--- config.mk ---
export PLATFORM = sky130hd
export DESIGN_NAME = em_pp_accum
export DESIGN_NICKNAME = d
export VERILOG_FILES = /design/src/rtl/em_pp_accum_pkg.sv /design/src/rtl/em_pp_align.sv /design/src/rtl/em_pp_accum.sv
export SDC_FILE = /design/constraint.sdc
export NUM_CORES = 1
export LEC_CHECK = 0
export CAP_MARGIN = 20
export CORE_AREA = 4 4 126 128
export CTS_BUF_LIST = sky130_fd_sc_hd__clkbuf_4 sky130_fd_sc_hd__clkbuf_8 sky130_fd_sc_hd__clkbuf_16
export DETAILED_ROUTE_END_ITERATION = 10
export DIE_AREA = 0 0 130 132
export PLACE_DENSITY = 0.76
export SLEW_MARGIN = 20
export SYNTH_ARGS = -nofsm -noshare
export SYNTH_HDL_FRONTEND = slang
export SYNTH_SLANG_ARGS = --single-unit
--- constraint.sdc ---
create_clock -name clk_i -period 6.1 [get_ports clk_i]
set_input_delay 1.22 -clock clk_i [delete_from_list [all_inputs] [get_ports clk_i]]
set_output_delay 1.22 -clock clk_i [all_outputs]
set_load 0.05 [all_outputs]
--- src/rtl/em_pp_accum_pkg.sv ---
// Shared widths, FSM encodings and helpers for the Booth partial-product accumulator.
package em_pp_accum_pkg;

    localparam int PP_W  = 18;
    localparam int N_PP  = 8;
    localparam int ACC_W = 40;
    localparam int IDX_W = $clog2(N_PP);

    typedef enum logic [1:0] {
        ST_IDLE  = 2'b00,
        ST_ACCUM = 2'b01,
        ST_FIN   = 2'b10
    } state_e;

    // Signed add overflow: operands agree in sign, result does not.
    function automatic logic add_ovf(input logic a_msb, input logic b_msb, input logic s_msb);
        return (a_msb == b_msb) && (s_msb != a_msb);
    endfunction

endpackage

--- src/rtl/em_pp_align.sv ---
// Weights one partial product: sign-extend, apply the negate +1, shift by 4^idx.
module em_pp_align
    import em_pp_accum_pkg::*;
(
    input  logic [PP_W-1:0]  pp_i,
    input  logic             pp_neg_i,
    input  logic [IDX_W-1:0] idx_i,
    output logic [ACC_W-1:0] addend_o
);

    logic [ACC_W-1:0] ext;
    logic [IDX_W:0]   shamt;

    always_comb begin
        ext      = {{(ACC_W-PP_W){pp_i[PP_W-1]}}, pp_i} + {{(ACC_W-1){1'b0}}, pp_neg_i};
        shamt    = {idx_i, 1'b0};
        addend_o = ext << shamt;
    end

endmodule

--- src/rtl/em_pp_accum.sv ---
// Sequential partial-product accumulator with optional MAC accumulate and sticky overflow.
//   state    | meaning
//   ST_IDLE  | waiting for start; pp inputs ignored
//   ST_ACCUM | accepting N_PP partial products, summing into psum
//   ST_FIN   | folding psum into acc, updating overflow
module em_pp_accum
    import em_pp_accum_pkg::*;
(
    input  logic             clk_i,
    input  logic             rst_i,
    input  logic             start_i,
    input  logic             acc_clr_i,
    input  logic             pp_valid_i,
    input  logic [PP_W-1:0]  pp_i,
    input  logic             pp_neg_i,
    output logic             pp_ready_o,
    output logic             busy_o,
    output logic             done_o,
    output logic [ACC_W-1:0] prod_o,
    output logic             ovf_o
);

    state_e             state_q, state_d;
    logic [IDX_W-1:0]   idx_q, idx_d;
    logic [ACC_W-1:0]   psum_q, psum_d;
    logic [ACC_W-1:0]   acc_q, acc_d;
    logic               ovf_q, ovf_d;
    logic               clr_q, clr_d;
    logic               done_q, done_d;
    logic [ACC_W-1:0]   addend;
    logic [ACC_W-1:0]   fin_base;
    logic [ACC_W-1:0]   fin_sum;

    em_pp_align u_align (
        .pp_i     (pp_i),
        .pp_neg_i (pp_neg_i),
        .idx_i    (idx_q),
        .addend_o (addend)
    );

    always_comb begin
        state_d    = state_q;
        idx_d      = idx_q;
        psum_d     = psum_q;
        acc_d      = acc_q;
        ovf_d      = ovf_q;
        clr_d      = clr_q;
        done_d     = 1'b0;
        pp_ready_o = 1'b0;
        busy_o     = 1'b0;
        fin_base   = clr_q ? '0 : acc_q;
        fin_sum    = fin_base + psum_q;

        case (state_q)
            ST_IDLE: begin
                // The done cycle is still IDLE; holding off start there keeps
                // a new operation from overlapping the result handoff.
                if (start_i && !done_q) begin
                    clr_d   = acc_clr_i;
                    psum_d  = '0;
                    idx_d   = '0;
                    state_d = ST_ACCUM;
                    if (acc_clr_i) begin
                        ovf_d = 1'b0;
                    end
                end
            end
            ST_ACCUM: begin
                pp_ready_o = 1'b1;
                busy_o     = 1'b1;
                if (pp_valid_i) begin
                    psum_d = psum_q + addend;
                    if (idx_q == IDX_W'(N_PP-1)) begin
                        state_d = ST_FIN;
                    end else begin
                        idx_d = idx_q + IDX_W'(1);
                    end
                end
            end
            ST_FIN: begin
                busy_o  = 1'b1;
                acc_d   = fin_sum;
                done_d  = 1'b1;
                state_d = ST_IDLE;
                if (add_ovf(fin_base[ACC_W-1], psum_q[ACC_W-1], fin_sum[ACC_W-1])) begin
                    ovf_d = 1'b1;
                end
            end
            default: begin
                state_d = ST_IDLE;
            end
        endcase
    end

    always_ff @(posedge clk_i) begin
        if (rst_i) begin
            state_q <= ST_IDLE;
            idx_q   <= '0;
            psum_q  <= '0;
            acc_q   <= '0;
            ovf_q   <= 1'b0;
            clr_q   <= 1'b0;
            done_q  <= 1'b0;
        end else begin
            state_q <= state_d;
            idx_q   <= idx_d;
            psum_q  <= psum_d;
            acc_q   <= acc_d;
            ovf_q   <= ovf_d;
            clr_q   <= clr_d;
            done_q  <= done_d;
        end
    end

    assign done_o = done_q;
    assign prod_o = acc_q;
    assign ovf_o  = ovf_q;

endmodule

# Word-level counts from Yosys, hierarchy flattened
# Index checks and enable logic that the tools add are counted.
[word_totals]
reg_bits = 88
in_bits = 24
output_inout_bits = 44
wordCells = 54
[op_classes]
addsub = 4
n_eq_ne = 11
shift = 1
muxes = 19
n_reduce_logical = 12
[op_table]
columns = ["op", "n"]
rows = [
  ["40-bit 2-to-1 mux", 3],
  ["40-bit adder", 2],
  ["40-bit case mux with 2 select lines", 1],
  ["40-bit by 4-bit << shifter with 40-bit output", 1],
  ["18-bit by 2-bit adder with 19-bit output", 1],
  ["2-bit inequality test (second input constant)", 6],
  ["3-bit 2-to-1 mux", 3],
  ["4-bit AND reduction", 2],
  ["1-bit 2-to-1 mux", 6],
  ["2-bit 2-to-1 mux", 3],
  ["3-bit case mux with 2 select lines", 1],
  ["3-bit AND reduction", 2],
  ["2-bit case mux with 2 select lines", 1],
  ["2-bit nonzero test", 2],
  ["3-bit by 1-bit adder with 3-bit output (second input constant)", 1],
  ["3-bit == test (second input constant)", 1],
  ["2-bit by 1-bit == test with 1-bit output (second input constant)", 1],
  ["2-bit == test (second input constant)", 1],
  ["1-bit logical AND", 2],
  ["2-bit zero test", 1],
  ["1-bit case mux with 2 select lines", 1],
  ["2-bit AND reduction", 1],
  ["2-bit OR reduction", 1],
  ["1-bit == test", 1],
  ["2 further kinds", 2],
]

# Longest topological paths before layout
[depth]
depth_word = 6
ltp_mapped = 21

# Modules after synthesis
# Synthesis repeated with hierarchy kept, for this count alone.
[unflattened]
hier_cells = 1201
hier_area_um2 = 9278.9
[by_module_without_submodules]
columns = ["module", "instances", "cells_per_inst", "area_each_um2"]
rows = [
  ["em_pp_accum", 1, 922, 7428.4],
  ["em_pp_align", 1, 279, 1850.5],
]

# Worst setup path before layout
# Ideal clock, no wire load.
[synth_path]
path_kind = "input port to flip-flop"
start = "input port pp_i[0]"
end = "register psum_q[39]"
t_arrival_ps = 5110
path_slack_ps = 869
stages = 19
path_buffers = 1
path_cell_list = "ha_1 > nand4_1 > nor4_1 > and3_1 > clkbuf_1 > and4_1 > a21o_1 > a21oi_1 > a211oi_1 > a21oi_1 > ha_1 > a21o_1 > and4_1 > o31a_1 > or3_1 > o2111a_1 > or3_4 > a211oi_1 > nor2_1"
[synth_between]
elab_chain_cells = 5
[synth_lines]
columns = ["item", "line", "rtl"]
rows = [
  ["start, declared", "em_pp_accum.sv:14", "input logic [PP_W-1:0] pp_i,"],
  ["18-bit by 2-bit adder with 19-bit output", "em_pp_align.sv:15", "ext = {{(ACC_W-PP_W){pp_i[PP_W-1]}}, pp_i} + {{(ACC_W-1){1'b0}}, pp_neg_i};"],
  ["40-bit by 4-bit << shifter with 40-bit output", "em_pp_align.sv:17", "addend_o = ext << shamt;"],
  ["40-bit adder", "em_pp_accum.sv:72", "psum_d = psum_q + addend;"],
  ["40-bit 2-to-1 mux", "em_pp_accum.sv:71", "if (pp_valid_i) begin"],
  ["40-bit case mux with 2 select lines", "em_pp_accum.sv:54", "case (state_q)"],
  ["end signal, assigned", "em_pp_accum.sv:107", "psum_q <= psum_d;"],
  ["end, declared", "em_pp_accum.sv:25", "logic [ACC_W-1:0] psum_q, psum_d;"],
]
# Every way passes these cells. The select of a mux whose other input is x is not followed.
# A chain may end at the register's enable or synchronous reset.

# Worst setup path in the final report
[layout_path]
start = "input port pp_i[0]"
end = "register psum_q[36]"
# Same word-level chain as after synthesis.

==> flow_summary_export.csv <==
group,metric,value,unit
run_status,status,"complete, no violations",
global_routing,grt_max_degree,71,
yosys,synth_cell_types,77,
timing,slew_headroom,31.4,%
yosys,synth_xor_area_share,7.37,%
placement,gp_congestion,0.977,
worst_setup_path,path_max_fanout,5,
power,p_comb_share,36.0,%
placement,placed_cell_area,9480,um^2
worst_setup_path,crit_path_start_kind,"input port",
clock_network,cts.sinks,88,
floorplanning,initial_core_util,58.4,%
floorplanning,fp-row-count,45,
cells_and_area,drive_above_1_share,4.28,%
power,switchingPower,0.700,mW
worst_setup_path,r2r_slack,1410,ps
route,via_count,8490,
timing,fin_skew,8.98,ps
flow_run,drv_cap,0,
cells_and_area,area_delta_synth_final,12.6,%
yosys,synth-async-reset-ratio,0,%
clock_network,clk_latency,350,ps
cells_and_area,seqCellArea,1760,um^2
floorplanning,die_w,130,um
power,pwr-share-seq,35.2,%
yosys,synth.avg_cell_area,7.55,um^2
yosys,synth.ff_latch_count,88,
clock_network,max-clock-path-buffers,2,
power,intPower,1.20,mW
yosys,synthesis.area,8670,um^2
cells_and_area,final_nets,1306,
cells_and_area,antenna_cells,0,
cells_and_area,multiInputGateArea,6610,um^2
placement,placed_cells_incl_taps,1366,
worst_setup_path,reg2reg_depth,15,
route,routed_wl,22800,um
route,remaining_drc_errors,0,
timing,hold_violations,0,
route,detail_route.wl_per_cell,16.5,um
cells_and_area,design_area,9760,um^2
timing,setup_violations,0,
yosys,syn-num-nets,1266,
yosys,synthCells,1149,
power,power.density,194,nW/um^2
yosys,synth_edf_count,0,
placement,dp_hpwl,17600,um
yosys,seq_area_frac_synth,20.3,%
route,drt_iter0_markers,736,
yosys,yosysWarnings,0,
cells_and_area,layout_commonest_cell,"nor2_1",
timing,finalCritPeriodShare,95.1,%
clock_network,post_cts_hold_buffer_count,0,
power,swShare,36.9,%
clock_network,ctsResizeCount,0,
worst_setup_path,required,6340,ps
timing,slew_violations,0,
power,clkPwrFrac,28.8,%
worst_setup_path,cp.arrival,6040,ps
worst_setup_path,worst_setup_path_end_kind,"register",
route,via_per_inst,6.15,
floorplanning,io-pin-count,68,
floorplanning,core_area,14900,um^2
yosys,synthAdderAreaFrac,13.6,%
clock_network,clk_pin_slew,60,ps
global_routing,grt_pass1_vias,7546,
global_routing,antenna_found_initial,0,
clock_network,cts_tree,"done",
worst_setup_path,crit_chain,"clkdlybuf4s50_1 > ha_1 > nand4_1 > nor2_1 > and2_1 > nand4_1 > nor2_1 > mux2i_1 > a21boi_1 > a21oi_1 > mux2i_1 > ha_1 > a21oi_1 > o21ai_0 > a221o_1 > nand3_1 > a311oi_2 > o2111ai_1 > a41oi_1 > or3_1 > a32o_1",
route,final_antenna_net_count,0,
yosys,muxShareOfSynthArea,4.46,%
timing,fin_setup_tns,0,ps
power,peakVddDrop,154,uV
timing,worst_slew_pin_slew,1030,ps
floorplanning,die_area,17200,um^2
cells_and_area,stdcell_count,1380,
yosys,synth_top_family_by_area,"compound AO/OA/AOI/OAI gates",
worst_hold_path,hold_depth,2,
timing,fin_crit,5800,ps
route,drt-pass1-iter-count,5,
timing,clock.fmax,0.172,GHz
clock_network,cts_setup_buffers,0,
worst_setup_path,crit_type,"in -> reg",
yosys,synth_compound_area_share,27.8,%
cells_and_area,n_fill_cell,1339,
global_routing,track_usage,25.9,%
yosys,ys.flop_type,"dfxtp_1",
global_routing,grt_pass1_wl,36800,um
worst_setup_path,crit_slowest_cell,"clkdlybuf4s50_1",
clock_network,cts_inserted_buffers,9,
global_routing,overflow,0,
timing,rsz0062_at_grt,"false",
cells_and_area,layout_common_cells,"nor2_1, a21oi_1, nand2_1, ha_1, dfxtp_1",
clock_network,cts-root-buf,"clkbuf_16",
floorplanning,die_h,132,um
power,power.leakage,4.23,nW
worst_hold_path,hold_path.class,"reg -> reg",
yosys,synthSimpleGateAreaFrac,22.9,%
placement,port_buffers,67,
worst_setup_path,slowest_delay,490,ps
clock_network,h-tree-depth,3,
==> per-stage QoR <==
stage	hold WS (ps)	util [%]	power, mW	setup WS [ps]
after floorplan	447	-	1.17	869
after global placement	468	63.8	1.33	122
after detailed placement	476	63.8	1.34	-80.4
after CTS	486	65.6	1.89	287
after global routing	523	65.7	2.00	9.52
final	482	65.7	1.90	302
==> logic make-up (layout without fill, tap and decap cells) <==
kind of cell / Yosys count / in the layout
xor gates and xnor gates: 73 / 73
buffers and inverters: 83 / 126
muxes: 38 / 38
adders and majority gates: 93 / 93
AOI/OAI and AO/OA: 367 / 367
DFF: 88 / 88
and+or+nand+nor: 407 / 407
==> cell type report <==
class	instances	share of cell area, %
clock inverter	4	0.487
inverter	33	1.27
sequential	88	18.0
tap	188	2.41
multi-input combinational	978	67.7
clock buffer	10	2.38
timing repair buffer	79	7.74
==> cells in the mapped netlist (15+ instances only) <==
library cell  instances  share of area [%]
nor2_1              121                5.2
a21oi_1              95                5.5
nand2_1              92                4.0
ha_1                 91                 13
dfxtp_1              88                 20
o21ai_0              72                4.2
nor2b_1              48                3.5
xnor2_1              48                4.8
clkbuf_1             43                1.9
a21o_1               38                3.3
mux2i_1              33                3.8
inv_1                30                1.3
nand3_1              30                1.7
nor3_1               29                1.7
xor2_1               25                2.5
a211oi_1             20                1.7
o21a_1               18                1.6
a22oi_1              17                1.5
nand2b_1             16                1.2
a31oi_1              15                1.1
==> routing by layer <==
layer / vias up / global-route usage [%] / routed length (um)
met5: - / 0 / 0
met4: 0 / 6.52 / 384
met3: 35 / 3.61 / 1320
met2: 242 / 39.0 / 9610
met1: 3915 / 38.9 / 11500
li1: 4298 / - / -
==> flip-flops by register name, summed over array words and instances (netlist names) <==
signal / flops
done_o: 1
clr_q: 1
state_q: 2
psum_q: 40
prod_o: 40
idx_q: 3
ovf_o: 1
==> final timing paths <==
kind / to / startpoint
setup / recovery: psum_q[36] / pp_i[0]
hold / removal: prod_o[37] / prod_o[37]
setup reg to reg: psum_q[36] / idx_q[0]
hold reg to reg: prod_o[37] / prod_o[37]
==> worst max-delay path: cells and delay by family <==
kind	cells	cell delay [ps]
compound gates	9	1960
fa+ha+maj	2	530
buf+inv	1	490
mux	2	420
simple gates	7	1440
==> power groups by stage <==
stage	Sequential, mW	Combinational (mW)	Clock, mW
6_report	0.669	0.683	0.546
4_1_cts	0.666	0.671	0.552
3_5_place_dp	0.678	0.666	0
3_3_place_gp	0.678	0.656	0
5_1_grt	0.672	0.754	0.578
2_1_floorplan	0.642	0.528	0
(Power assumes the default switching activity.)
